File: src/rtl/rv32_pkg.sv
// Shared constants for the RV32 control sequencer: opcodes, FSM states, trap causes.
// Pure definitions plus one helper deciding whether an instruction writes rd.
package rv32_pkg;

    localparam logic [6:0] OPC_LUI    = 7'b0110111;
    localparam logic [6:0] OPC_AUIPC  = 7'b0010111;
    localparam logic [6:0] OPC_JAL    = 7'b1101111;
    localparam logic [6:0] OPC_JALR   = 7'b1100111;
    localparam logic [6:0] OPC_BRANCH = 7'b1100011;
    localparam logic [6:0] OPC_LOAD   = 7'b0000011;
    localparam logic [6:0] OPC_STORE  = 7'b0100011;
    localparam logic [6:0] OPC_OP_IMM = 7'b0010011;
    localparam logic [6:0] OPC_OP     = 7'b0110011;
    localparam logic [6:0] OPC_SYSTEM = 7'b1110011;

    typedef enum logic [2:0] {
        ST_FETCH  = 3'd0,
        ST_DECODE = 3'd1,
        ST_EXEC   = 3'd2,
        ST_MEM    = 3'd3,
        ST_WB     = 3'd4,
        ST_TRAP   = 3'd5
    } state_t;

    localparam logic [31:0] CAUSE_MISALIGN = 32'd0;
    localparam logic [31:0] CAUSE_ILLEGAL  = 32'd2;
    localparam logic [31:0] CAUSE_BREAK    = 32'd3;
    localparam logic [31:0] CAUSE_ECALL    = 32'd11;

    localparam logic [31:0] NOP = 32'h0000_0013;

    // SYSTEM with funct3==0 (ecall/ebreak/mret family) never writes rd.
    function automatic logic writes_rd(input logic [6:0] opcode, input logic [2:0] funct3);
        case (opcode)
            OPC_LUI, OPC_AUIPC, OPC_JAL, OPC_JALR,
            OPC_OP, OPC_OP_IMM, OPC_LOAD: writes_rd = 1'b1;
            OPC_SYSTEM:                   writes_rd = (funct3 != 3'd0);
            default:                      writes_rd = 1'b0;
        endcase
    endfunction

endpackage

File: src/rtl/rv32_next_pc.sv
// Combinational next-PC select for write-back: jump/taken-branch target or pc+4.
// Also flags a target that is not word aligned.
module rv32_next_pc
    import rv32_pkg::*;
(
    input  logic [6:0]  i_opcode,
    input  logic        i_br_taken,
    input  logic [31:0] i_pc,
    input  logic [31:0] i_target,
    output logic [31:0] o_next_pc,
    output logic        o_misaligned
);

    logic w_jump;

    always_comb begin
        w_jump       = (i_opcode == OPC_JAL) || (i_opcode == OPC_JALR) ||
                       ((i_opcode == OPC_BRANCH) && i_br_taken);
        o_next_pc    = w_jump ? i_target : (i_pc + 32'd4);
        o_misaligned = (o_next_pc[1:0] != 2'b00);
    end

endmodule

File: src/rtl/rv32_ctrl_fsm.sv
// Multi-cycle RV32 sequencer: FETCH/DECODE/EXEC/MEM/WB/TRAP, owns pc, instr, instret, mepc/mcause.
// Zero-wait latency 4 cycles (5 for loads and WB traps); stalls indefinitely on imem/dmem ready.
module rv32_ctrl_fsm
    import rv32_pkg::*;
#(
    parameter logic [31:0] RESET_PC = 32'h0000_0000,
    parameter logic [31:0] TRAP_VEC = 32'h0000_0100
) (
    input  logic        clk,
    input  logic        rst,
    output logic        imem_req,
    output logic [31:0] imem_addr,
    input  logic        imem_ready,
    input  logic [31:0] imem_rdata,
    output logic [31:0] instr,
    input  logic [6:0]  dec_opcode,
    input  logic [2:0]  dec_funct3,
    input  logic        dec_trap,
    input  logic        dec_ecall_break,
    input  logic        alu_br_taken,
    input  logic [31:0] next_pc_target,
    output logic        dmem_req,
    output logic        dmem_we,
    input  logic        dmem_ready,
    output logic        rf_we,
    output logic [31:0] pc,
    output logic        retire,
    output logic [31:0] instret,
    output logic        trap_taken,
    output logic [31:0] mepc,
    output logic [31:0] mcause,
    output logic [2:0]  state
);

    state_t      r_state;
    logic [31:0] r_pc;
    logic [31:0] r_instr;
    logic [31:0] r_instret;
    logic [31:0] r_mepc;
    logic [31:0] r_mcause;
    logic [31:0] r_cause;

    logic [31:0] w_next_pc;
    logic        w_misaligned;
    logic        w_is_store;
    logic        w_is_mem;
    logic        w_run;

    rv32_next_pc u_next_pc (
        .i_opcode     (dec_opcode),
        .i_br_taken   (alu_br_taken),
        .i_pc         (r_pc),
        .i_target     (next_pc_target),
        .o_next_pc    (w_next_pc),
        .o_misaligned (w_misaligned)
    );

    assign w_is_store = (dec_opcode == OPC_STORE);
    assign w_is_mem   = w_is_store || (dec_opcode == OPC_LOAD);

    // Strobes are held low for the whole reset cycle so an abandoned access never leaks out.
    always_comb begin
        w_run      = !rst;
        imem_req   = w_run && (r_state == ST_FETCH);
        dmem_req   = w_run && (r_state == ST_MEM);
        dmem_we    = dmem_req && w_is_store;
        rf_we      = w_run && (r_state == ST_WB) && !w_misaligned &&
                     writes_rd(dec_opcode, dec_funct3);
        retire     = w_run && (((r_state == ST_WB) && !w_misaligned) ||
                               ((r_state == ST_MEM) && dmem_ready && w_is_store));
        trap_taken = w_run && (r_state == ST_TRAP);
    end

    assign imem_addr = r_pc;
    assign pc        = r_pc;
    assign instr     = r_instr;
    assign instret   = r_instret;
    assign mepc      = r_mepc;
    assign mcause    = r_mcause;
    assign state     = r_state;

    always_ff @(posedge clk) begin
        if (rst) begin
            r_state   <= ST_FETCH;
            r_pc      <= RESET_PC;
            r_instr   <= NOP;
            r_instret <= 32'd0;
            r_mepc    <= 32'd0;
            r_mcause  <= 32'd0;
            r_cause   <= 32'd0;
        end else begin
            if (retire) begin
                r_instret <= r_instret + 32'd1;
            end
            case (r_state)
                ST_FETCH: begin
                    if (imem_ready) begin
                        r_instr <= imem_rdata;
                        r_state <= ST_DECODE;
                    end
                end
                ST_DECODE: r_state <= ST_EXEC;
                ST_EXEC: begin
                    if (dec_trap) begin
                        r_cause <= CAUSE_ILLEGAL;
                        r_state <= ST_TRAP;
                    end else if (dec_ecall_break) begin
                        r_cause <= r_instr[20] ? CAUSE_BREAK : CAUSE_ECALL;
                        r_state <= ST_TRAP;
                    end else if (w_is_mem) begin
                        r_state <= ST_MEM;
                    end else begin
                        r_state <= ST_WB;
                    end
                end
                ST_MEM: begin
                    if (dmem_ready) begin
                        if (w_is_store) begin
                            r_pc    <= r_pc + 32'd4;
                            r_state <= ST_FETCH;
                        end else begin
                            r_state <= ST_WB;
                        end
                    end
                end
                ST_WB: begin
                    if (w_misaligned) begin
                        r_cause <= CAUSE_MISALIGN;
                        r_state <= ST_TRAP;
                    end else begin
                        r_pc    <= w_next_pc;
                        r_state <= ST_FETCH;
                    end
                end
                ST_TRAP: begin
                    r_mepc   <= r_pc;
                    r_mcause <= r_cause;
                    r_pc     <= TRAP_VEC;
                    r_state  <= ST_FETCH;
                end
                default: r_state <= ST_FETCH;
            endcase
        end
    end

endmodule
File: config.mk
export PLATFORM = sky130hd
export DESIGN_NAME = rv32_ctrl_fsm
export DESIGN_NICKNAME = d
export VERILOG_FILES = /design/src/rtl/rv32_pkg.sv /design/src/rtl/rv32_next_pc.sv /design/src/rtl/rv32_ctrl_fsm.sv
export SDC_FILE = /design/constraint.sdc
export NUM_CORES = 1
export LEC_CHECK = 0
export BUFFER_PORTS_ARGS = -buffer_cell sky130_fd_sc_hd__buf_4
export CORE_ASPECT_RATIO = 0.75
export CORE_MARGIN = 2
export CORE_UTILIZATION = 44
export CTS_CLUSTER_SIZE = 30
export DETAILED_ROUTE_END_ITERATION = 10
export PLACE_DENSITY = 0.77
export SLEW_MARGIN = 5
export SYNTH_ARGS = -nofsm -noshare
export SYNTH_HDL_FRONTEND = slang
export SYNTH_SLANG_ARGS = --single-unit
File: constraint.sdc
create_clock -name clk -period 2.02 [get_ports clk]
set_input_delay 0.202 -clock clk [delete_from_list [all_inputs] [get_ports clk]]
set_output_delay 0.202 -clock clk [all_outputs]
set_load 0.02 [all_outputs]
==> results of run 1 <==
==> report_power, final <==
part,leakage [uW],internal (uW),switching (uW)
Combinational,0.00271,359,509
Sequential,0.00111,2780,45.4
Clock,0.000311,2150,1240
==> path summary, 6_finish.rpt <==
kind	slack, ps	startpoint	endpoint
max reg2reg	60	state[2]$_SDFFE_PP0P_	instret[26]$_SDFFE_PP0P_
min	30	imem_rdata[8]	instr[8]$_SDFFE_PP0P_
min reg2reg	450	instr[31]$_SDFFE_PP0P_	instr[31]$_SDFFE_PP0P_
max	20	dec_opcode[4]	retire
==> kinds of logic (layout without fill, tap and decap cells) <==
logic type      after synthesis  after routing  synth area share
mux                           3              3          0.005139
compound gates              231            231            0.1933
fa+ha+maj                     2              2          0.003670
flops                       137            137            0.4023
other cells                   1             29         0.0005501
buf+inv                     120            370            0.1037
simple gates                398            398            0.2823
xor+xnor                      7              7          0.008994
==> synthesized netlist by cell type (2+ instances only) <==
master	number	area [sq um]
nand2_1	186	698.2
dfxtp_1	137	2743
a21oi_1	130	650.6
buf_4	61	457.9
o21ai_0	54	270.3
clkbuf_1	43	161.4
nor2_1	40	150.1
nand3_1	29	145.1
or3_1	24	150.1
nor3_1	18	90.09
and2_1	17	106.4
nand4_1	17	106.4
nor4_1	15	93.84
o31ai_1	15	112.6
and3_1	10	62.56
or4_1	9	67.56
and4_1	8	70.07
buf_2	8	40.04
nand2b_1	8	50.05
a31oi_1	7	43.79
a221oi_1	5	43.79
xnor2_1	5	43.79
nand3b_1	4	30.03
a211oi_1	3	22.52
inv_1	3	11.26
nor3b_1	3	22.52
o21ai_1	3	15.01
buf_6	2	22.52
clkbuf_2	2	10.01
ha_1	2	25.02
mux2i_1	2	20.02
nor2b_1	2	12.51
o211ai_1	2	15.01
o21a_1	2	15.01
o41ai_1	2	17.52
or2_2	2	12.51
xor2_1	2	17.52
==> critical path: stages <==
cell,delay [ps]
buf_4,110
nand3b_2,210
a211o_4,290
mux2_4,340
a22oi_4,310
buf_12,180
clkinv_8,50
buf_8,120
==> through the flow <==
stage | cells | total power (uW) | area (sq um) | setup TNS [ps]
detailed placement | 1340 | 3737 | 9084 | -800.2
global placement | 1340 | 3723 | 9084 | -1593
global route | 1382 | 7329 | 9926 | -75.09
finish | 1382 | 7084 | 9926 | 0
floorplan | 927 | 3391 | 6978 | -10.16
CTS | 1377 | 7119 | 9789 | 0
==> per-layer routing <==
layer | GRT usage | up-vias | share of wire
met5 | 0 | - | 0
met1 | 0.3544 | 3442 | 0.44
met3 | 0.07459 | 34 | 0.098
li1 | - | 3618 | -
met4 | 0.06538 | 0 | 0.015
met2 | 0.3904 | 362 | 0.45
==> registers in the layout, indices dropped and copies added, names as in the netlist <==
signal and cells:
instret 32, mepc 32, mcause 3, instr 32
state 3, r_cause 3, imem_addr 32
==> final cells by class <==
class / instances / area, sq um
clock buffer: 19 / 452.9
clock inverter: 13 / 188.9
fill: 1315 / 5250
inverter: 4 / 27.53
multi-input combinational: 670 / 3581
sequential: 137 / 2758
tap: 205 / 256.5
timing repair buffer: 334 / 2661
==> timing repair <==
| action | CTS | global route |
|---|---|---|
| setup endpoints to repair | 4 | 20 |
| pin swaps | 3 | 7 |
| hold buffers | 3 | 0 |
| hold endpoints to repair | 3 | 0 |
| gates cloned | 0 | 2 |
| buffers inserted | 2 | 3 |
| gates resized for setup | 5 | 19 |
==> results.json, run 1 <==
{
  "die_area_sq_mm": 0.01651,
  "cap_violations": 0,
  "gp_congestion": 0.8738,
  "clk_latency_ps": 420,
  "hp-class": "in -> reg",
  "viasPerCell": 5.395,
  "async_flop_share": 0,
  "die_x_microns": 147.7,
  "fin_util": 0.6541,
  "p_leak_uw": 0.004133,
  "wl_microns": 22030,
  "initial_core_util": 0.4492,
  "critPathLaunchType": "input pin",
  "whs_ps": 31.81,
  "synth-seq-cells": 137,
  "area_growth_pct": 45.61,
  "cp-end-kind": "output pin",
  "grt_pass1_vias": 6547,
  "cellPowerDensity_mw_per_mm2": 713.7,
  "arrival_ps": 1800,
  "drt_iter0_markers": 715,
  "setup_viol": 0,
  "numCtsBuffers": 17,
  "port-buffer-count": 252,
  "final_common_cell": "buf_4",
  "worstPathMaxFanout": 6,
  "placementRows": 39,
  "status": "completed",
  "layout-drive-gt1-share": 0.3424,
  "fin_nets": 1247,
  "ys_warn_count": 0,
  "die_height_microns": 111.8,
  "grt_use_total": 0.2553,
  "synth.cell_area_sq_mm": 0.006817,
  "grt_pass1_wl_microns": 34020,
  "worstRegToRegCells": 7,
  "remaining_drc_errors": 0,
  "core_area_sq_mm": 0.01518,
  "final_cell_mix": "buf_4, nand2_1, dfxtp_1",
  "antenna_found_initial": 0,
  "slew_violations": 0,
  "hold_depth": 3,
  "num_io_pins": 282,
  "worstMarginPinSlew_ps": 523.7,
  "cts_buffer_depth": 2,
  "setup_ws_ps": 15.23,
  "hold_viol_final": 0,
  "fin_crit_sh": 0.9925,
  "grt_overflow": 0,
  "first_pass_iters": 7,
  "wl_per_cell_microns": 15.94,
  "cp.required_ps": 1820,
  "synth_edf_count": 0,
  "ir_drop_uv": 809.4,
  "path_clk_slew_ps": 60,
  "synth.distinct_cells": 54,
  "dpl.hpwl_microns": 15420,
  "ant_nets": 0,
  "syn_area_per_cell_sq_um": 7.582,
  "crit_type": "in -> out",
  "cts-root-buf": "clkbuf_16",
  "synth_flop_cell": "dfxtp_1",
  "cts_sinks": 137,
  "period_minus_slack_ps": 2005,
  "rsz0062_at_grt": "true",
  "via_count": 7456,
  "yosysSeqAreaShare": 0.4023,
  "cts_tree": "done",
  "diodes": 0,
  "cts_max_level": 4,
  "clock_skew_ps": 9.159,
  "dp_slack_ps": -76.27,
  "netlist_instances": 899,
  "grt_start_max_net_pins": 114,
  "max_slew_margin": 0.6509,
  "max_freq_mhz": 498.8
}
Power figures use the tool's default switching activity.
==> run 2: changes to the inputs <==
Settings changed: SETUP_SLACK_MARGIN set to 0.2.
==> results.json, run 2 (synthesis gave the netlist of run 1 again) <==
{
  "fin_crit_sh": 0.9659,
  "crit_type": "reg -> reg",
  "grt_pass1_wl_microns": 36530,
  "drt_iter0_markers": 756,
  "crit_path_cell_trace": "or3b_4, buf_6, a2111oi_4, buf_6, buf_12, buf_16, nand2_4, o31ai_2, nand2_1, a21oi_2",
  "r2r-start": "state[1]$_SDFFE_PP0P_",
  "die_height_microns": 111.8,
  "slowest_delay_ps": 400,
  "clock_skew_ps": 8.799,
  "max_freq_mhz": 512.5,
  "first_pass_iters": 6,
  "slew_violations": 0,
  "cts_max_level": 4,
  "numCtsBuffers": 17,
  "hold_viol_final": 0,
  "hold_depth": 3,
  "wl_per_cell_microns": 17.98,
  "antenna_found_initial": 0,
  "remaining_drc_errors": 0,
  "fillers": 1165,
  "max_slew_margin": 0.5664,
  "rsz0062_at_grt": "true",
  "via_count": 7906,
  "hp-class": "in -> reg",
  "cts_sinks": 137,
  "status": "completed",
  "path_clk_slew_ps": 70,
  "dpl.hpwl_microns": 15600,
  "placementRows": 39,
  "num_io_pins": 282,
  "whs_ps": 26.06,
  "cellPowerDensity_mw_per_mm2": 661.0,
  "min_from": "imem_rdata[6]",
  "die_x_microns": 147.7,
  "final_common_cell": "buf_4",
  "worstReg2RegEnd": "imem_addr[15]$_SDFFE_PP0P_",
  "cts-root-buf": "clkbuf_16",
  "wl_microns": 25440,
  "cap_violations": 0,
  "area_growth_pct": 58.11,
  "grt_start_max_net_pins": 138,
  "period_minus_slack_ps": 1951,
  "final_cell_mix": "buf_4, nand2_1, a21oi_1",
  "grt_pass1_vias": 6969,
  "cpMostUsedCell": "buf_6",
  "fin_nets": 1280,
  "cts_buffer_depth": 2,
  "cp_slowest_cell": "or3b_4",
  "ir_drop_uv": 677.1,
  "die_area_sq_mm": 0.01651,
  "gp_congestion": 0.8551,
  "layout-drive-gt1-share": 0.4264,
  "ff2ff_setup_slack_ps": 70,
  "setup_ws_ps": 68.82,
  "grt_use_total": 0.2767,
  "worstRegToRegCells": 10,
  "grt_overflow": 0,
  "initial_core_util": 0.4492,
  "cp.required_ps": 2370,
  "cp-end-kind": "register",
  "diodes": 0,
  "core_area_sq_mm": 0.01518,
  "worstPathMaxFanout": 7,
  "viasPerCell": 5.587,
  "critPathLaunchType": "register",
  "cts_tree": "done",
  "p_leak_uw": 0.004508,
  "arrival_ps": 2310,
  "setup_viol": 0,
  "port-buffer-count": 252,
  "whs_endpoint": "instr[6]$_SDFFE_PP0P_",
  "ant_nets": 0,
  "worstMarginPinSlew_ps": 650.5,
  "dp_slack_ps": -11.18,
  "clk_latency_ps": 420
}
[run 2: changes by cell type in the layout (fill, tap and decap cells not counted), sizes merged]
| cell | before | now |
|---|---|---|
| clkbuf | 21 | 24 |
| bufbuf | 0 | 1 |
| clkinvlp | 2 | 4 |
| buf | 329 | 357 |
| inv | 7 | 6 |
[run 2: final cells by class]
class | count | area (sq um) | area share
clock buffer | 18 | 439.2 | 0.04075
tap | 205 | 256.5 | 0.02380
sequential | 137 | 2800 | 0.2598
clock inverter | 14 | 195.2 | 0.01811
multi-input combinational | 670 | 3953 | 0.3667
inverter | 4 | 17.52 | 0.001625
timing repair buffer | 367 | 3117 | 0.2892
[run 2: what timing repair did]
action | in CTS | in global routing
pin swaps | 16 | 46
cloned | 3 | 9
endpoints found under the setup margin | 37 | 75
gates resized for setup | 24 | 105
hold buffers | 3 | 0
setup buffers | 18 | 13
hold endpoints to repair | 3 | 0
[run 2: routing by layer]
| layer | part of all wire | vias up | global-route usage |
|---|---|---|---|
| li1 | - | 3682 | - |
| met3 | 0.098 | 72 | 0.07705 |
| met2 | 0.46 | 474 | 0.4233 |
| met1 | 0.41 | 3678 | 0.3786 |
| met4 | 0.029 | 0 | 0.08910 |
| met5 | 0 | - | 0 |
[run 2: worst max-delay path, delay by kind of cell (launching register included)]
family	cells	cell delay, ps
compound gates	3	400
buf+inv	4	560
flops	1	360
simple gates	3	550
[run 2: worst max-delay path by stage]
stage / start / to / slack [ps] / depth (start not counted)
after floorplan: state[2]$_SDFFE_PP0P_ / instret[8]$_SDFFE_PP0P_ / 100 / 7
after global placement: dec_opcode[3] / retire / 30 / 8
after detailed placement: instret[7]$_SDFFE_PP0P_ / instret[30]$_SDFFE_PP0P_ / -10 / 6
after CTS: state[1]$_SDFFE_PP0P_ / retire / 90 / 6
after global routing: instret[18]$_SDFFE_PP0P_ / instret[29]$_SDFFE_PP0P_ / -5 / 7
final: state[1]$_SDFFE_PP0P_ / imem_addr[15]$_SDFFE_PP0P_ / 70 / 10
[run 2: stage by stage]
stage                     power [uW]  utilization  area (sq um)  std cells  TNS (ps)
after CTS                       7100       0.6654         10100       1393         0
after detailed placement        3734       0.6016          9130       1337    -11.18
after global routing            7372       0.7102         10780       1415    -5.476
after floorplan                 3396            -          7108        927         0
after global placement          3722       0.6016          9130       1337         0
final                           7124       0.7102         10780       1415         0
[run 2: power breakdown]
group	internal, uW	total, uW	switching, uW	leakage (uW)
clock network	2100	3370	1260	0.000299
registers	2770	2820	48.4	0.00112
logic	392	938	546	0.00308
==> run 3: changes to the inputs <==
Settings changed: GPL_TIMING_DRIVEN set to 0.
==> results.json, run 3 (synthesis gave the netlist of run 1 again) <==
{
  "status": "finished, violations left",
  "violations": "setup timing",
  "max_slew_margin": 0.5364,
  "wl_microns": 27230,
  "p_sw_frac": 0.2702,
  "max_freq_mhz": 477.4,
  "num_io_pins": 282,
  "critPathLaunchType": "register",
  "cts-root-buf": "clkbuf_16",
  "clk_latency_ps": 430,
  "p_int_uw": 5051,
  "comb_power_share": 0.144,
  "grt_pass1_wl_microns": 38160,
  "layout-drive-gt1-share": 0.4906,
  "first_pass_iters": 5,
  "final_cell_mix": "buf_4, nand2_1, a21oi_1",
  "cellPowerDensity_mw_per_mm2": 609.3,
  "remaining_drc_errors": 0,
  "slew_violations": 0,
  "worstPathMaxFanout": 5,
  "grt_pass1_vias": 7242,
  "cts_max_level": 4,
  "fin_crit_sh": 1.037,
  "drt_iter0_markers": 773,
  "dp_slack_ps": -301.0,
  "clockPowerShare": 0.449,
  "wl_per_cell_microns": 18.43,
  "diodes": 0,
  "crit_type": "reg -> reg",
  "core_area_sq_mm": 0.01518,
  "fin_nets": 1343,
  "final_common_cell": "buf_4",
  "setup_ws_ps": -74.57,
  "port-buffer-count": 252,
  "die_x_microns": 147.7,
  "period_minus_slack_ps": 2095,
  "cp-end-kind": "register",
  "p_leak_uw": 0.004782,
  "pwr-share-seq": 0.407,
  "switchingPower_uw": 1870,
  "dpl.hpwl_microns": 17170,
  "placementRows": 39,
  "cts_tree": "done",
  "via_count": 8168,
  "final.setup.tns_ps": -237.0,
  "numCtsBuffers": 17,
  "cts_sinks": 137,
  "worstMarginPinSlew_ps": 695.4,
  "cp.required_ps": 2360,
  "clock_skew_ps": 8.178,
  "arrival_ps": 2440,
  "rsz0062_at_grt": "true",
  "area_growth_pct": 66.65,
  "setup_viol": 8,
  "path_clk_slew_ps": 60,
  "die_height_microns": 111.8,
  "hp-class": "in -> reg",
  "gp_congestion": 0.9089,
  "ir_drop_uv": 645.3,
  "grt_start_max_net_pins": 17,
  "antenna_found_initial": 0,
  "ant_nets": 0,
  "initial_core_util": 0.4492,
  "cts_buffer_depth": 2,
  "die_area_sq_mm": 0.01651,
  "viasPerCell": 5.530,
  "hold_viol_final": 0,
  "grt_overflow": 0,
  "grt_use_total": 0.2907,
  "cap_violations": 0
}
run 3: stage by stage:
| step | util | std cells | area [sq um] | power (uW) | hold slack, ps |
|---|---|---|---|---|---|
| 2_1_floorplan | - | 927 | 7108 | 3396 | 326.2 |
| 3_3_place_gp | 0.6099 | 1384 | 9256 | 3769 | 413.3 |
| 3_5_place_dp | 0.6099 | 1384 | 9256 | 3776 | 421.4 |
| 4_1_cts | 0.6951 | 1450 | 10550 | 6883 | 9.987 |
| 5_1_grt | 0.7485 | 1477 | 11360 | 7144 | 15.24 |
| 6_report | 0.7485 | 1477 | 11360 | 6922 | 15.38 |
run 3: final cells by class:
cell class                 instances  area, sq um
buffer                           116        873.3
clock buffer                      19        452.9
clock inverter                    12        126.4
fill                            1084         3816
inverter                           4        17.52
multi-input combinational        670         4322
sequential                       137         2854
tap                              205        256.5
timing repair buffer             314         2457
run 3: what timing repair did:
action                                 CTS  global route
hold buffers                             3             0
cloned                                   3             0
setup endpoints to repair              100           126
gates resized for setup                130           167
pin swaps                               65            63
endpoints found under the hold margin    3             0
buffers inserted                        29            27
run 3: power groups by stage:
stage	Combinational, uW	Sequential (uW)	Clock (uW)
2_1_floorplan	413	2980	0
3_3_place_gp	868	2900	0
3_5_place_dp	874	2900	0
4_1_cts	935	2830	3120
5_1_grt	1070	2830	3250
6_report	997	2820	3110
run 3: final timing paths:
kind                                            start                  endpoint  slack (ps)  depth (start not counted)
worst max-delay path            state[1]$_SDFFE_PP0P_  instret[31]$_SDFFE_PP0P_         -70                          8
worst min-delay path                   imem_rdata[19]    instr[19]$_SDFFE_PP0P_          20                          3
worst max register to register  state[1]$_SDFFE_PP0P_  instret[31]$_SDFFE_PP0P_         -70                          8
worst min register to register  mepc[22]$_SDFFE_PP0N_     mepc[22]$_SDFFE_PP0N_         450                          2
run 3: worst max-delay path: stages, from the launching register on:
cell and delay (ps):
dfxtp_4 340, buf_6 120, or3b_4 430, nor2_4 120, a22oi_4 110, buf_4 150, buf_4 150, or4_1 420
a21oi_1 170
run 3: layer usage:
layer,up-vias,share of wire,global-route usage
li1,3806,-,-
met1,3826,0.39,0.3817
met2,459,0.47,0.4636
met3,77,0.11,0.09057
met4,0,0.028,0.08077
met5,-,0,0
